--- src/rtl/decode_rf_scoreboard.sv ---
// decode_rf_scoreboard
//   Decode-stage register file with write-to-read bypass and a per-register
//   pending-write scoreboard (2-bit counters, up to MAXPEND outstanding writes).
//
// Ports:
//   clk            rising-edge clock
//   rst            synchronous active-low reset
//   rd_sel1/2      read addresses
//   rd_en1/2       operand used by the issuing instruction (gates stall)
//   rd_data1/2     read data, bypassed from the write-back port
//   wr_en/wr_sel/wr_data   write-back port
//   issue_valid    decode attempts to issue this cycle
//   issue_wr_en    issuing instruction writes a register
//   issue_wr_sel   its destination register
//   stall          issue must not proceed this cycle (combinational)
//   busy_vec       bit i set while register i has outstanding writes
//   err            sticky protocol error (orphan write-back or counter overflow)
module decode_rf_scoreboard #(
    parameter int WIDTH   = 16,
    parameter int AW      = 3,
    parameter int MAXPEND = 3,
    parameter int ZERO_R0 = 0
) (
    input  logic                clk,
    input  logic                rst,
    input  logic [AW-1:0]       rd_sel1,
    input  logic [AW-1:0]       rd_sel2,
    input  logic                rd_en1,
    input  logic                rd_en2,
    output logic [WIDTH-1:0]    rd_data1,
    output logic [WIDTH-1:0]    rd_data2,
    input  logic                wr_en,
    input  logic [AW-1:0]       wr_sel,
    input  logic [WIDTH-1:0]    wr_data,
    input  logic                issue_valid,
    input  logic                issue_wr_en,
    input  logic [AW-1:0]       issue_wr_sel,
    output logic                stall,
    output logic [(2**AW)-1:0]  busy_vec,
    output logic                err
);

    localparam int NREGS = 2**AW;
    localparam logic [1:0] PEND_MAX = 2'(MAXPEND);

    logic [WIDTH-1:0] regs [NREGS];
    logic [1:0]       pend [NREGS];

    logic             wr_to_zero;
    logic             wr_live;
    logic             src_haz1;
    logic             src_haz2;
    logic             dst_haz;
    logic             issue_ok;
    logic             orphan_wb;
    logic [NREGS-1:0] inc;
    logic [NREGS-1:0] dec;
    logic [NREGS-1:0] ovf;

    // Writes to a hard-wired zero register are dropped entirely.
    assign wr_to_zero = (ZERO_R0 != 0) && (wr_sel == '0);
    assign wr_live    = wr_en && !wr_to_zero;

    always_comb begin
        if ((ZERO_R0 != 0) && (rd_sel1 == '0))
            rd_data1 = '0;
        else if (wr_live && (wr_sel == rd_sel1))
            rd_data1 = wr_data;
        else
            rd_data1 = regs[rd_sel1];
    end

    always_comb begin
        if ((ZERO_R0 != 0) && (rd_sel2 == '0))
            rd_data2 = '0;
        else if (wr_live && (wr_sel == rd_sel2))
            rd_data2 = wr_data;
        else
            rd_data2 = regs[rd_sel2];
    end

    // A source is only resolved by bypass when the landing write is the last
    // one outstanding; an older write landing does not carry the newest value.
    assign src_haz1 = rd_en1 && (pend[rd_sel1] != '0)
                      && !(wr_en && (wr_sel == rd_sel1) && (pend[rd_sel1] == 2'd1));
    assign src_haz2 = rd_en2 && (pend[rd_sel2] != '0)
                      && !(wr_en && (wr_sel == rd_sel2) && (pend[rd_sel2] == 2'd1));
    // A full destination counter frees a slot when a write-back lands on it now.
    assign dst_haz  = issue_wr_en && (pend[issue_wr_sel] == PEND_MAX)
                      && !(wr_en && (wr_sel == issue_wr_sel));

    assign stall    = issue_valid && (src_haz1 || src_haz2 || dst_haz);
    assign issue_ok = issue_valid && !stall;

    always_comb begin
        inc = '0;
        dec = '0;
        ovf = '0;
        for (int unsigned i = 0; i < NREGS; i++) begin
            inc[i] = issue_ok && issue_wr_en && (issue_wr_sel == AW'(i));
            dec[i] = wr_en && (wr_sel == AW'(i)) && (pend[i] != '0);
            if ((ZERO_R0 != 0) && (i == 0)) begin
                inc[i] = 1'b0;
                dec[i] = 1'b0;
            end
            ovf[i] = inc[i] && !dec[i] && (pend[i] == PEND_MAX);
        end
    end

    // Write-back to a register with nothing outstanding has no matching issue.
    assign orphan_wb = wr_live && (pend[wr_sel] == '0);

    always_ff @(posedge clk) begin
        if (!rst) begin
            for (int unsigned i = 0; i < NREGS; i++) begin
                regs[i] <= '0;
                pend[i] <= '0;
            end
            err <= 1'b0;
        end else begin
            if (wr_live)
                regs[wr_sel] <= wr_data;
            for (int unsigned i = 0; i < NREGS; i++) begin
                // An overflowing increment is flagged and the counter held.
                if (inc[i] && !dec[i] && !ovf[i])
                    pend[i] <= pend[i] + 2'd1;
                else if (dec[i] && !inc[i])
                    pend[i] <= pend[i] - 2'd1;
            end
            if (orphan_wb || (ovf != '0))
                err <= 1'b1;
        end
    end

    always_comb begin
        busy_vec = '0;
        for (int unsigned i = 0; i < NREGS; i++)
            busy_vec[i] = (pend[i] != '0);
    end

endmodule

--- config.mk ---
export PLATFORM = sky130hd
export DESIGN_NAME = decode_rf_scoreboard
export DESIGN_NICKNAME = d
export VERILOG_FILES = /design/src/rtl/decode_rf_scoreboard.sv
export SDC_FILE = /design/constraint.sdc
export NUM_CORES = 1
export LEC_CHECK = 0
export BUFFER_PORTS_ARGS = -buffer_cell sky130_fd_sc_hd__buf_2
export CAP_MARGIN = 0
export CORE_MARGIN = 4
export CORE_UTILIZATION = 55
export CTS_CLUSTER_SIZE = 20
export DETAILED_ROUTE_END_ITERATION = 12
export GPL_TIMING_DRIVEN = 0
export PLACE_DENSITY = 0.8
export SLEW_MARGIN = 0
export SYNTH_ARGS = -nofsm -noshare
export SYNTH_HDL_FRONTEND = slang
export SYNTH_SLANG_ARGS = --single-unit
--- constraint.sdc ---
create_clock -name clk -period 5.4 [get_ports clk]
set_input_delay 0.54 -clock clk [delete_from_list [all_inputs] [get_ports clk]]
set_output_delay 0.54 -clock clk [all_outputs]
set_load 0.005 [all_outputs]
Word-level counts from Yosys, hierarchy flattened
Memory sizes are Yosys's and may differ from the RTL's.
Cells that the tools add are included.
{"block": "totals", "mem_bits_ro": 0, "ramBits": 144, "n_memories": 2, "output_inout_bits": 42, "wordCells": 261, "ff_bits": 1, "latchBits": 0}
{"block": "op_classes", "multipliers": 0, "n_div": 0, "n_reduce_logical": 117, "addsub": 16, "n_shift": 0, "n_mux": 81, "bitwise": 16, "n_lt_le_gt_ge": 0, "eq_ne": 28}
{"name": "regs", "depth": 8, "width": 16, "read_ports": 2, "rd_ports_with_merged_regs": 0, "write_ports": 8, "line": "46", "source": "logic [WIDTH-1:0] regs [NREGS];"}
{"name": "pend", "depth": 8, "width": 2, "read_ports": 12, "rd_ports_with_merged_regs": 0, "write_ports": 8, "line": "47", "source": "logic [1:0] pend [NREGS];"}
{"operator": "1-bit logical AND", "n": 71}
{"operator": "1-bit two-way mux", "n": 61}
{"operator": "16-bit two-way mux", "n": 3}
{"operator": "2-bit two-way mux", "n": 16}
{"operator": "1-bit logical NOT", "n": 28}
{"operator": "3-bit == test, second input constant", "n": 8}
{"operator": "2-bit nonzero test", "n": 10}
{"operator": "2-bit == test, second input constant", "n": 9}
{"operator": "2-bit by 1-bit adder with 2-bit output, second input constant", "n": 8}
{"operator": "1-bit OR", "n": 16}
{"operator": "16-bit OR reduction", "n": 1}
{"operator": "2-bit by 1-bit subtractor with 2-bit output, second input constant", "n": 8}
{"operator": "3-bit by 2-bit == test with 1-bit output, second input constant", "n": 4}
{"operator": "3-bit == test", "n": 3}
{"operator": "8-bit nonzero test", "n": 1}
{"operator": "3-bit by 1-bit == test with 1-bit output, second input constant", "n": 2}
{"operator": "3-bit logical NOT", "n": 2}
{"operator": "2-bit by 1-bit == test with 1-bit output, second input constant", "n": 2}
{"operator": "1-bit logical OR", "n": 3}
{"operator": "3-bit two-way mux", "n": 1}
{"operator": "2-bit logical NOT", "n": 1}

Longest topological paths before layout
{"block": "depth", "depth_word": 21, "ltp_mapped": 8, "depth_no_buf": 7}

Least setup slack after synthesis
OpenSTA, ideal clock, no wires.
{"block": "synth_timing", "path_type": "input port to flip-flop", "start": "in rd_sel1[2]", "end": "mem pend[7][0] (enable)", "path_buffers": 1, "required_ns": 5.082, "slack_ns": 2.405, "setup_time_ns": 0.318, "arrival_time_ns": 2.677, "path_stages": 8, "cell_sequence": "clkbuf_1 > xnor2_1 > nand4_1 > a211o_1 > a32oi_4 > nand3_1 > or3_1 > mux2i_1"}
{"item": "start, declared", "line": "26", "source": "input logic [AW-1:0] rd_sel1,"}
{"item": "end, declared", "line": "47"}

Final worst setup path
{"block": "layout_timing", "start": "in wr_sel[0]", "end": "out rd_data2[4]"}
{"block": "layout_via", "elab_chain_len": 3}
{"item": "start, declared", "line": "33", "source": "input logic [AW-1:0] wr_sel,"}
{"item": "3-bit == test", "line": "76", "source": "else if (wr_live && (wr_sel == rd_sel2))"}
{"item": "1-bit logical AND", "line": "76"}
{"item": "16-bit two-way mux", "line": "76"}
{"item": "end, declared", "line": "31", "source": "output logic [WIDTH-1:0] rd_data2,"}
No other way between the ends.

==> impl_summary.txt <==
----------------------------------------------------
[STA]
  Worst Tran Pin Value ... ~1100 ps
  Total count of hold-check failures in the final report ... 0
  RSZ-0062 raised after global routing ... no
  Max-slew headroom at the worst pin ... 0.257
  Achievable clock frequency ... 0.292 GHz
  Total Negative Setup Slacks ... 0 ps
  Final setup fails ... 0
  Shortest period the worst path allows ... 3420 ps
  Max-slew violation total from the final report ... 0
  Setup Skew ... 7.84 ps
  Crit share post-route ... 0.634

[Yosys]
  Share of flip-flops with an asynchronous set or reset ... 0
  Average footprint of a synthesized cell ... 12.4 um2
  EDFF count, synth ... 144
  Number of storage elements in the synthesis netlist ... ~150
  Synthesized net count ... 752
  Post-synthesis cell count ... approximately 700
  Post-synthesis instance area ... 8900 um2
  Primary FF master, synth ... sky130_fd_sc_hd__edfxtp_1
  Synth warnings ... 0
  Number of distinct library cells after synthesis ... 50
  Share of the yosys chip area belonging to registers ... 0.488

[Setup path]
  CP max stage cell ... sky130_fd_sc_hd__clkbuf_1
  Critical path startpoint ... wr_sel[0]
  Number of buffer and inverter instances along the worst setup path ... 5
  Critical path required time ... 4860 ps
  Element type at the critical path end ... output port
  Critical path class ... in -> out
  Cell family with most CP delay ... buffers and inverters
  Destination of the worst register-to-register timing path ... pend[7][0]
  Chain of cells forming the critical path ... buf_2 > clkbuf_1 > xor2_1 > or4_1 > clkbuf_1 > clkbuf_1 > nor2_1 > a21oi_1 > buf_2
  CP dominant cell by count ... sky130_fd_sc_hd__clkbuf_1
  Worst r2r src ... pend[7][0]
  Cells on worst reg2reg path ... 7
  Setup slack of the worst register-to-register path ... 2240 ps
  CP arrival ... roughly 2900 ps
  Crit-path max FO ... 10
  Crit path largest cell delay ... 540 ps
  Startpoint types ... primary input

[Route]
  Number of design-rule violations left by the first detailed-router iteration ... slightly above 800
  Number of antenna-violating nets in the routed design ... 0
  Total wire length ... ~27 mm
  Detailed-route wire length per cell ... 26.4 um
  First-pass DRT Iterations ... 5
  Vias after detailed routing ... roughly 7000
  Vias/cell ... 6.82
  Drc violations ... 0

[Finish]
  Count of inserted antenna diode cells ... 0
  Layout fillers ... between 1000 and 1500
  Non-filler cells in the finished layout ... ~1000
  Design Area, Final ... 10200 um2
  Post-layout nets ... 844
  Layout overhead on the synthesized area ... 15.1%
  Storage element area ... between 4000 and 5000 um2
  Multi-input logic area ... 4340 um2
  Fraction of final layout cells with drive strength greater than 1 ... 0.242

[Clock network]
  Clock net sink count ... 145
  Number of gates resized after cts ... 0
  Number of H-tree branching levels ... 4
  Number of buffers created by CTS ... 17
  Clock transition at path regs ... 60 ps
  Later-pin clock latency in the skew report ... 430 ps
  Count of buffers added by post-CTS timing repair for setup ... 0
  Hold_buf cts ... 0
  TritonCTS clock tree ... yes
  Cell at the root of the clock tree ... sky130_fd_sc_hd__clkbuf_16
  Clock Tree Buf Depth ... 2

[Floorplanning]
  Area enclosed by the die boundary ... about 18000 um2
  Starting Density ... 0.560
  Die width ... about 140 um
  Num ports ... 77
  CORE AREA ... about 16000 um2
  # rows ... 46
  Height of the die ... 135 um

[GRT]
  Antenna violations before repair ... 2
  All-Layer GR Usage ... 0.305
  First-pass GRT wire length ... 40.8 mm
  Vias in the first global route ... 7020
  Grt total ovfl ... 0
  Pin count of the biggest net entering global routing ... 17

[Min path]
  Hold path startpoint ... wr_data[0]
  Worst min-delay path endpoint ... regs[4][0]
  Class of the tightest hold or removal check ... in -> reg
  Number of stages on the worst hold path ... 2

[Place]
  Count of input and output buffers ... 67
  Post-DP HPWL ... 18.9 mm
  Cell area reported after detailed placement ... approximately 9600 um2
  Number of cells after detailed placement ... 1004
  Routability-driven placement congestion ratio ... between 0.9 and 1

[Power]
  Total power divided by cell area ... 308 nW/um2
  Worst vdd ir ... around 0.25 mV
  Leakage power of the design ... 0.00373 uW

[Status]
  Outcome ... finished, final reports clean

[Run]
  Total of max-cap violations ... 0

----------------------------------------------------
how the worst max path moves through the flow:
stage                   end  slack (ps)  cells after the start
2_1_floorplan    pend[7][0]        2400                      8
3_3_place_gp     pend[1][1]        1330                      6
3_5_place_dp     pend[7][0]        1660                      8
4_1_cts        rd_data2[15]        2020                      6
5_1_grt         rd_data2[6]        1820                      6
6_report        rd_data2[4]        1980                      9
registers in the layout, summed over array words and instances (netlist names):
register  cells
regs        128
err           1
pend         16
cell type report:
type / instances / share of cell area
well taps: 216 / 0.0264
inverters: 8 / 0.00293
flip-flops and latches: 145 / 0.424
repair buffers: 73 / 0.0397
plain buffers: 52 / 0.0202
clock buffers: 18 / 0.0419
clock inverters: 12 / 0.0210
multi-input cells: 510 / 0.424
metal layers:
metal | GRT usage | part of all wire
met5 | 0 | 0.00088
met1 | 0.371 | 0.35
met2 | 0.517 | 0.50
met4 | 0.136 | 0.045
met3 | 0.0769 | 0.10
cells in the mapped netlist, types with 3 or more instances:
cell | count | share of area
sky130_fd_sc_hd__edfxtp_1 | 144 | 0.49
sky130_fd_sc_hd__and2_1 | 114 | 0.080
sky130_fd_sc_hd__mux4_2 | 74 | 0.19
sky130_fd_sc_hd__nor2_1 | 56 | 0.024
sky130_fd_sc_hd__nand2_1 | 55 | 0.023
sky130_fd_sc_hd__clkbuf_1 | 39 | 0.016
sky130_fd_sc_hd__a21oi_1 | 22 | 0.012
sky130_fd_sc_hd__a31oi_1 | 22 | 0.015
sky130_fd_sc_hd__and3_1 | 18 | 0.013
sky130_fd_sc_hd__mux2i_1 | 17 | 0.019
sky130_fd_sc_hd__o21ai_0 | 15 | 0.0084
sky130_fd_sc_hd__nor3_1 | 12 | 0.0068
sky130_fd_sc_hd__xnor2_1 | 12 | 0.012
sky130_fd_sc_hd__buf_1 | 9 | 0.0038
sky130_fd_sc_hd__nand3_1 | 9 | 0.0051
sky130_fd_sc_hd__nand4_1 | 9 | 0.0063
sky130_fd_sc_hd__or4b_1 | 9 | 0.010
sky130_fd_sc_hd__inv_1 | 7 | 0.0030
sky130_fd_sc_hd__nand2b_1 | 7 | 0.0049
sky130_fd_sc_hd__or2_2 | 6 | 0.0042
sky130_fd_sc_hd__a311o_1 | 5 | 0.0056
sky130_fd_sc_hd__nand3b_1 | 5 | 0.0042
sky130_fd_sc_hd__nand4b_1 | 5 | 0.0049
sky130_fd_sc_hd__nor2b_1 | 5 | 0.0035
sky130_fd_sc_hd__a211o_1 | 3 | 0.0030
sky130_fd_sc_hd__buf_2 | 3 | 0.0017
sky130_fd_sc_hd__xor2_1 | 3 | 0.0030
cell usage in the layout (no fill, tap or decap), types with 3 or more instances in the layout:
master and n:
sky130_fd_sc_hd__nor2b_1 5, sky130_fd_sc_hd__and2_1 114, sky130_fd_sc_hd__edfxtp_1 144, sky130_fd_sc_hd__inv_1 7
sky130_fd_sc_hd__nand2b_1 7, sky130_fd_sc_hd__xnor2_1 12, sky130_fd_sc_hd__a311o_1 5, sky130_fd_sc_hd__a31oi_1 22
sky130_fd_sc_hd__nor3_1 12, sky130_fd_sc_hd__o21ai_2 6, sky130_fd_sc_hd__buf_1 9, sky130_fd_sc_hd__nand4_1 9
sky130_fd_sc_hd__buf_6 6, sky130_fd_sc_hd__and3_1 18, sky130_fd_sc_hd__clkinv_2 4, sky130_fd_sc_hd__nand3_1 9
sky130_fd_sc_hd__nand2_1 55, sky130_fd_sc_hd__or4b_1 9, sky130_fd_sc_hd__o21ai_0 9, sky130_fd_sc_hd__a21oi_1 22
sky130_fd_sc_hd__nand4b_1 5, sky130_fd_sc_hd__clkbuf_16 17, sky130_fd_sc_hd__nand3b_1 5, sky130_fd_sc_hd__mux4_2 74
sky130_fd_sc_hd__bufinv_16 6, sky130_fd_sc_hd__buf_2 70, sky130_fd_sc_hd__a211o_1 3, sky130_fd_sc_hd__mux2i_1 17
sky130_fd_sc_hd__clkbuf_1 40, sky130_fd_sc_hd__or2_2 6, sky130_fd_sc_hd__xor2_1 3, sky130_fd_sc_hd__nor2_1 56
through the flow:
step / util / power, uW / setup WS [ps] / hold slack, ps
CTS: 0.645 / 3140 / 2020 / 508
global placement: 0.598 / 1820 / 1330 / 531
global route: 0.645 / 3230 / 1820 / 524
detailed placement: 0.604 / 1850 / 1660 / 519
finish: 0.645 / 3160 / 1980 / 515
floorplan: - / 1650 / 2400 / 481
where the power goes:
group | switching (uW) | internal, uW
combinational | 274 | 208
sequential | 47.8 | 1310
clock | 457 | 856
total | 779 | 2380
logic make-up (layout without fill, tap and decap cells):
| kind of cell | count (synthesis) | in the layout | share of synthesized area |
|---|---|---|---|
| adders and majority gates | 2 | 2 | 0.00281 |
| xor gates and xnor gates | 15 | 15 | 0.0148 |
| DFF | 145 | 145 | 0.488 |
| AOI/OAI and AO/OA | 81 | 81 | 0.0603 |
| and+or+nand+nor | 320 | 320 | 0.200 |
| muxes | 92 | 92 | 0.208 |
| buffers and inverters | 60 | 163 | 0.0266 |
(Power assumes the default switching activity.)
